## src/rtl/bus_sys_pix_pkg.sv

```systemverilog
// Shared definitions for the pixel write master: FSM states, pixel/word
// widths and the default frame size (320x240 RGB565, two pixels per word).
package bus_sys_pix_pkg;

    localparam int unsigned PIX_W         = 16;
    localparam int unsigned WORD_W        = 32;
    localparam int unsigned NUM_WORDS_DEF = 38400;

    typedef enum logic [1:0] {
        SYNC,
        PIX0,
        PIX1,
        WR
    } state_e;

endpackage

```

## src/rtl/bus_sys_pixel_write_master_if.sv

```systemverilog
// Pixel stream sink plus memory write bus. The master modport is the DUT's
// view of both; the slave modport is the view of the source/memory side.
interface bus_sys_pixel_write_master_if
    import bus_sys_pix_pkg::*;
#(
    parameter int unsigned ADDR_W = 16
);

    logic              s_valid;
    logic [PIX_W-1:0]  s_data;
    logic              s_sof;
    logic              s_ready;
    logic [ADDR_W-1:0] address;
    logic [WORD_W-1:0] writedata;
    logic [3:0]        byteenable;
    logic              chipselect;
    logic              write;
    logic              waitrequest;

    modport master (
        input  s_valid, s_data, s_sof, waitrequest,
        output s_ready, address, writedata, byteenable, chipselect, write
    );

    modport slave (
        output s_valid, s_data, s_sof, waitrequest,
        input  s_ready, address, writedata, byteenable, chipselect, write
    );

endinterface

```

## src/rtl/bus_sys_pixel_write_master.sv

```systemverilog
// Packs an RGB565 pixel stream into 32-bit pixel pairs and writes one frame
// per start-of-frame marker to consecutive word addresses.
module bus_sys_pixel_write_master
    import bus_sys_pix_pkg::*;
#(
    parameter int unsigned NUM_WORDS = NUM_WORDS_DEF,
    parameter int unsigned ADDR_W    = 16,
    parameter int unsigned BASE_ADDR = 0
) (
    input  logic                                clk,
    input  logic                                reset_n,
    input  logic                                en,
    bus_sys_pixel_write_master_if.master        bus,
    output logic                                clken,
    output logic                                frame_done,
    output logic                                frame_err
);

    localparam int unsigned     IDX_W    = (NUM_WORDS > 1) ? $clog2(NUM_WORDS) : 1;
    localparam logic [IDX_W-1:0] LAST_IDX = IDX_W'(NUM_WORDS - 1);

    state_e            state_q, state_d;
    logic [IDX_W-1:0]  idx_q, idx_d;
    logic [WORD_W-1:0] data_q, data_d;
    logic              done_q, done_d;
    logic              err_q, err_d;
    logic [1:0]        rst_sync_q;
    logic              run;
    logic              ready;
    logic              take;
    logic              wr;

    // Reset asserts asynchronously but releases two edges later, so every
    // output (clken, s_ready included) leaves reset together.
    always_ff @(posedge clk or negedge reset_n) begin
        if (!reset_n) begin
            rst_sync_q <= '0;
        end else begin
            rst_sync_q <= {rst_sync_q[0], 1'b1};
        end
    end

    assign run = rst_sync_q[1];

    always_ff @(posedge clk or negedge reset_n) begin
        if (!reset_n) begin
            state_q <= SYNC;
            idx_q   <= '0;
            data_q  <= '0;
            done_q  <= 1'b0;
            err_q   <= 1'b0;
        end else begin
            state_q <= state_d;
            idx_q   <= idx_d;
            data_q  <= data_d;
            done_q  <= done_d;
            err_q   <= err_d;
        end
    end

    always_comb begin
        state_d = state_q;
        idx_d   = idx_q;
        data_d  = data_q;
        done_d  = 1'b0;
        err_d   = 1'b0;
        ready   = run && (state_q != WR);
        take    = ready && bus.s_valid;

        unique case (state_q)
            SYNC: begin
                if (take && bus.s_sof && en) begin
                    data_d[PIX_W-1:0] = bus.s_data;
                    idx_d             = '0;
                    state_d           = PIX1;
                end
            end
            PIX0, PIX1: begin
                if (take) begin
                    if (bus.s_sof) begin
                        // Early SOF: abandon the partial frame and restart on this pixel.
                        data_d[PIX_W-1:0] = bus.s_data;
                        idx_d             = '0;
                        err_d             = 1'b1;
                        state_d           = PIX1;
                    end else if (state_q == PIX0) begin
                        data_d[PIX_W-1:0] = bus.s_data;
                        state_d           = PIX1;
                    end else begin
                        data_d[WORD_W-1:PIX_W] = bus.s_data;
                        state_d                = WR;
                    end
                end
            end
            WR: begin
                if (!bus.waitrequest) begin
                    if (idx_q == LAST_IDX) begin
                        done_d  = 1'b1;
                        state_d = SYNC;
                    end else begin
                        idx_d   = idx_q + IDX_W'(1);
                        state_d = PIX0;
                    end
                end
            end
            default: state_d = SYNC;
        endcase
    end

    assign wr = (state_q == WR);

    assign bus.s_ready    = ready;
    assign bus.write      = wr;
    assign bus.chipselect = wr;
    assign bus.byteenable = wr ? 4'hF : 4'h0;
    assign bus.address    = wr ? (ADDR_W'(BASE_ADDR) + ADDR_W'(idx_q)) : '0;
    assign bus.writedata  = data_q;
    assign clken          = run;
    assign frame_done     = done_q;
    assign frame_err      = err_q;

endmodule

```

## src/flat_wrapper.sv

```systemverilog
// flat-port wrapper written by rule: the top's interface ports become plain ports
module bus_sys_pixel_write_master_flat import bus_sys_pix_pkg::*;
#(
    parameter int unsigned NUM_WORDS = NUM_WORDS_DEF,
    parameter int unsigned ADDR_W    = 16,
    parameter int unsigned BASE_ADDR = 0
)
  (clk, reset_n, en, clken, frame_done, frame_err, bus_s_valid, bus_s_data, bus_s_sof, bus_waitrequest, bus_s_ready, bus_address, bus_writedata, bus_byteenable, bus_chipselect, bus_write);
  bus_sys_pixel_write_master_if #(.ADDR_W(ADDR_W)) bus_i ();
  input  logic clk;
  input  logic reset_n;
  input  logic en;
  output logic clken;
  output logic frame_done;
  output logic frame_err;
  input wire logic [$bits(bus_i.s_valid)-1:0] bus_s_valid;
  input wire logic [$bits(bus_i.s_data)-1:0] bus_s_data;
  input wire logic [$bits(bus_i.s_sof)-1:0] bus_s_sof;
  input wire logic [$bits(bus_i.waitrequest)-1:0] bus_waitrequest;
  output wire logic [$bits(bus_i.s_ready)-1:0] bus_s_ready;
  output wire logic [$bits(bus_i.address)-1:0] bus_address;
  output wire logic [$bits(bus_i.writedata)-1:0] bus_writedata;
  output wire logic [$bits(bus_i.byteenable)-1:0] bus_byteenable;
  output wire logic [$bits(bus_i.chipselect)-1:0] bus_chipselect;
  output wire logic [$bits(bus_i.write)-1:0] bus_write;
  assign bus_i.s_valid = bus_s_valid;
  assign bus_i.s_data = bus_s_data;
  assign bus_i.s_sof = bus_s_sof;
  assign bus_i.waitrequest = bus_waitrequest;
  assign bus_s_ready = bus_i.s_ready;
  assign bus_address = bus_i.address;
  assign bus_writedata = bus_i.writedata;
  assign bus_byteenable = bus_i.byteenable;
  assign bus_chipselect = bus_i.chipselect;
  assign bus_write = bus_i.write;
  bus_sys_pixel_write_master #(.NUM_WORDS(NUM_WORDS), .ADDR_W(ADDR_W), .BASE_ADDR(BASE_ADDR)) u_core (.clk(clk), .reset_n(reset_n), .en(en), .bus(bus_i), .clken(clken), .frame_done(frame_done), .frame_err(frame_err));
endmodule
```

## config.mk

```make
export PLATFORM = sky130hd
export DESIGN_NAME = bus_sys_pixel_write_master_flat
export DESIGN_NICKNAME = d
export VERILOG_FILES = /design/src/rtl/bus_sys_pix_pkg.sv /design/src/rtl/bus_sys_pixel_write_master_if.sv /design/src/rtl/bus_sys_pixel_write_master.sv /design/src/flat_wrapper.sv
export SDC_FILE = /design/constraint.sdc
export NUM_CORES = 1
export LEC_CHECK = 0
export ABC_CLOCK_PERIOD_IN_PS = 5900
export CAP_MARGIN = 5
export CORE_MARGIN = 8
export CORE_UTILIZATION = 51
export DETAILED_ROUTE_END_ITERATION = 8
export PLACE_DENSITY = 0.88
export SYNTH_ARGS = -nofsm -noshare
export SYNTH_HDL_FRONTEND = slang
export SYNTH_SLANG_ARGS = --single-unit
```

## constraint.sdc

```tcl
create_clock -name clk -period 5.9 [get_ports clk]
set_input_delay 1.18 -clock clk [delete_from_list [all_inputs] [get_ports clk]]
set_output_delay 1.18 -clock clk [all_outputs]
set_load 0.01 [all_outputs]
```

; ---- Word-level counts from Yosys, hierarchy flattened
; Cells that the tools add are included.
; W data, S select, Z words.
[word_totals]
reg_bits = 54
latchBits = 0
ramBits = 0
romBits = 0
output_inout_bits = 58
word_cells = 58
n_memories = 0
[classes]
add_sub_neg = 1
mul = 0
n_div = 0
magnitude_cmp = 0
n_eq_ne = 11
n_shift = 0
mux = 26
bitwise = 2
n_reduce_logical = 11
[op_table]
columns = operator, count
row1 = $mux W16, 10
row2 = $pmux W16 S3, 1
row3 = $pmux W16 S2, 1
row4 = $add A16 B1 Y16 const B, 1
row5 = $eq A16 B16 Y1 const B, 1
row6 = $mux W1, 8
row7 = $mux W2, 4
row8 = $ne A2 B2 Y1 const B, 4
row9 = $reduce_and A4 Y1, 2
row10 = $pmux W2 S3, 1
row11 = $reduce_and A5 Y1, 1
row12 = $eq A2 B2 Y1 const B, 2
row13 = $logic_and A1 B1 Y1, 4
row14 = $mux W4, 1
row15 = $ne A2 B1 Y1 const B, 2
row16 = $ne A3 B2 Y1 const B, 1
row17 = $reduce_and A3 Y1, 1
row18 = $eq A2 B1 Y1 const B, 1
row19 = $logic_not A2 Y1, 1
row20 = $not A1 Y1, 2
row21 = $reduce_bool A2 Y1, 1
row22 = $reduce_or A2 Y1, 1

; ---- Depth between registers and ports, before layout
[depth]
depth_word = 7
mapped_depth = 7
depth_no_buf = 6

; ---- Worst setup path after synthesis
; No wires, ideal clock.
[synth_timing]
kind = reg-to-output
start = register u_core.state_q[0]
end = output port bus_address[3]
arrival_time_ns = 1.525
t_required_ns = 4.720
path_slack_ns = 3.195
path_stages_with_launch = 6
path_buffers = 2
cell_sequence = dfrtp_1 ha_1 buf_2 inv_1 buf_1 nor2_1
[synth_between]
elab_chain_cells = 2
[synth_rtl]
columns = item, line_no
row1 = start: declaration, bus_sys_pixel_write_master.sv:22  ; state_e state_q, state_d;
row2 = start signal: assignment, bus_sys_pixel_write_master.sv:53  ; state_q <= state_d;
row3 = $eq A2 B2 Y1, bus_sys_pixel_write_master.sv:110  ; assign wr = (state_q == WR);
row4 = named net bus_chipselect, flat_wrapper.sv:24  ; output wire logic [$bits(bus_i.chipselect)-1:0] bus_chipselect;
row5 = $mux W16, bus_sys_pixel_write_master.sv:116  ; assign bus.address = wr ? (ADDR_W'(BASE_ADDR) + ADDR_W'(idx_q)) : '0;
row6 = end: declaration, flat_wrapper.sv:21  ; output wire logic [$bits(bus_i.address)-1:0] bus_address;
; The timed path passes the listed nets, and every way through them passes these cells.

; ---- Final worst setup path
[layout_timing]
start = register u_core.state_q[0]
end = output port bus_address[3]
[layout_between]
elab_chain_cells = 2
[layout_rtl]
columns = item, line_no
row1 = $eq A2 B2 Y1, bus_sys_pixel_write_master.sv:110
row2 = $mux W16, bus_sys_pixel_write_master.sv:116
; Every way passes these cells.

==> flow_summary.yaml <==
run_status:
  outcome: "completed"
worst_setup_path:
  r2r_slack_ps: 2860
  critPathKind: "reg -> out"
  cp-end-kind: "output pin"
  reg2reg_to: "u_core.bus.writedata[15]$_DFFE_PN0P_"
  r2r-start: "u_core.state_q[0]$_DFFE_PN0P_"
  rr_worst_depth: 5
  cp-start-kind: "flop"
  cp_max_fo: 36
  critPathRequiredTime_ps: 4720
  worstPathArrival_ps: 3040
floorplanning:
  core-area_um2: 5370
  die_x_um: 89.7
  die_h_um: 89.7
  rows: 27
  dieArea_um2: 8050
  ios: 80
  initial_core_util: 0.516
routing:
  vias: 2145
  wirelength_um: 6600
  drt.antenna.violating_nets: 0
  dr.pass1.iters: 4
  drt_iter0_drc: 162
  via_per_inst: 5.72
  wl_per_cell_um: 17.6
  drc_errors: 0
run:
  maxCapViolCount: 0
place:
  port_buffers: 79
  pre_cts_ws_ps: 1980
  place.gp.congestion: 0.859
  hpwl_um: 4850
clock_network:
  ctsResizeCount: 0
  cts_root_buf: "clkbuf_8"
  cts_max_path_buffers: 2
  cts_sinks: 54
  post_cts_buffers: 0
  ctsHoldBuffers: 0
  htree_levels: 2
  cts_tree: "yes"
  worstSkewPairLatency_ps: 310
  clk_transition_reported_paths_ps: 90
  numCtsBuffers: 5
logic_synthesis:
  ys_ff_latch: 54
  yosysTopAreaCellShare: 0.488
  synth-edff-count: 0
  async_flop_share: 1.00
  synthCells: 236
  synth_nets: 262
  synthDistinctLibCells: 50
  ys_seq_area_frac: 0.488
  synth_top_area_cell: "dfrtp_1"
  ys_top_cells_by_area: "dfrtp_1, mux2_1, mux2_4, and2_1, a31oi_1"
  avgSynthCellArea_um2: 11.7
  synth_ff_type: "dfrtp_1"
  ys_warn_count: 0
  netlist_area_um2: 2770
min_path:
  hp-class: "reg -> reg"
  holdPathEnd: "u_core.rst_sync_q[1]$_DFF_PN0_"
  hold_start: "u_core.rst_sync_q[0]$_DFF_PN0_"
  holdPathStages: 0
global_routing:
  overflow: 0
  antenna_found_initial: 0
  grt_usage: 0.164
  grt_pass1_wl_um: 11000
  grt_pass1_vias: 2234
  grt_max_degree: 55
sta:
  clock_skew_ps: 5.76
  maxSlewHeadroom: 0.307
  finalWorstSetupSlack_ps: 1680
  period_share: 0.715
  rsz0062_at_grt: "false"
  hold_viol_final: 0
  fmax_ghz: 0.237
  setup_tns_ps: 0
  period_needed_ps: 4220
  worst_pin_slew_ps: 1040
  slew_violations: 0
  setup_violations: 0
power_and_ir_drop:
  ir_worst_vdd_mv: 0.290
  power_density_nw_per_um2: 467
  p_leak_nw: 1.55
final_layout:
  diodes: 0
  fillers: 407
  area_growth_pct: 31.0
  finalNetCount: 329
  drive_gt1_frac: 0.106
==> how the worst max path moves through the flow <==
stage	from	end	slack [ps]	cells past startpoint
2_1_floorplan	u_core.state_q[0]$_DFFE_PN0P_	bus_address[3]	3200	5
3_3_place_gp	u_core.state_q[0]$_DFFE_PN0P_	bus_address[3]	2130	4
3_5_place_dp	u_core.state_q[0]$_DFFE_PN0P_	bus_address[3]	1980	4
4_1_cts	u_core.state_q[0]$_DFFE_PN0P_	bus_address[3]	1640	4
5_1_grt	u_core.state_q[0]$_DFFE_PN0P_	bus_address[3]	1350	4
6_report	u_core.state_q[0]$_DFFE_PN0P_	bus_address[3]	1680	4
==> critical path: stages (launching register included) <==
cell,delay [ps]
dfrtp_1,480
ha_1,890
inv_1,510
nor2_1,280
clkdlybuf4s50_1,570
==> per-layer routing <==
| layer | wire length (um) | GRT usage |
|---|---|---|
| met5 | 0 | 0 |
| met4 | 104 | 0.0536 |
| met3 | 425 | 0.0499 |
| met2 | 3430 | 0.293 |
| met1 | 2640 | 0.180 |
==> registers in the layout, indices dropped and copies added, names as in the netlist <==
register / flops
u_core.frame_done: 1
u_core.state_q: 2
u_core.rst_sync_q: 2
u_core.idx_q: 16
u_core.frame_err: 1
u_core.bus.writedata: 32
==> where the power goes <==
| group | internal (W) | switching, W | total [W] |
|---|---|---|---|
| sequential | 0.000502 | 0.0000823 | 0.000585 |
| combinational | 0.000469 | 0.000395 | 0.000863 |
| clock | 0.000125 | 0.000123 | 0.000248 |
==> synth_stat cells (2+ instances only) <==
| library cell | count |
|---|---|
| nand2_1 | 10 |
| ha_1 | 4 |
| buf_6 | 2 |
| a31oi_1 | 15 |
| dfrtp_1 | 54 |
| mux2_4 | 10 |
| nand4_1 | 2 |
| nand3_1 | 8 |
| o211ai_1 | 2 |
| and4_1 | 4 |
| a21o_1 | 5 |
| a41o_1 | 2 |
| and2_1 | 16 |
| mux2_2 | 5 |
| buf_2 | 2 |
| inv_1 | 6 |
| nor2_1 | 6 |
| o21ai_0 | 7 |
| a41oi_1 | 5 |
| mux2_1 | 17 |
| a21oi_1 | 2 |
| and3_1 | 9 |
| buf_4 | 6 |
| a32oi_1 | 2 |
| o22ai_1 | 2 |
| and4bb_2 | 2 |
| clkbuf_1 | 8 |
==> cells in the final DEF, fill, tap and decap left out, types with 4 or more instances in the layout <==
cell type	Yosys	final
a21o_1	5	5
a31oi_1	15	15
a41oi_1	5	5
and2_1	16	16
and3_1	9	9
and4_1	4	4
clkbuf_8	0	5
clkdlybuf4s50_1	0	78
dfrtp_1	54	54
ha_1	4	4
inv_1	6	6
mux2_1	17	17
mux2_2	5	5
mux2_4	10	10
nand2_1	10	10
nand3_1	8	8
nor2_1	6	6
o21ai_0	7	7
==> logic make-up (layout without fill, tap and decap cells) <==
logic type	count (synthesis)	after routing	synth area share
compound gates	54	54	0.148
mux	32	32	0.144
simple gates	65	65	0.146
other cells	1	1	0.00135
fa+ha+maj	4	4	0.0181
flops	54	54	0.488
buf+inv	26	93	0.0555
==> final cells by class <==
cell class	instances	area (um^2)	area share
clock buffer	5	68.8	0.0190
multi-input combinational	156	1270	0.349
sequential	54	1350	0.372
inverter	6	22.5	0.00620
tap	72	90.1	0.0248
clock inverter	2	38.8	0.0107
timing repair buffer	80	793	0.218
==> per-stage QoR <==
stage / power, W / hold slack [ps] / util / cell area [um^2] / std cells
after floorplan: 0.00111 / 331 / - / 2770 / 236
after detailed placement: 0.00147 / 340 / 0.656 / 3520 / 368
after global routing: 0.00180 / 374 / 0.676 / 3630 / 375
after CTS: 0.00172 / 363 / 0.676 / 3630 / 375
after global placement: 0.00144 / 332 / 0.656 / 3520 / 368
final: 0.00170 / 358 / 0.676 / 3630 / 375
No activity file was read; power rests on OpenSTA's default activity.
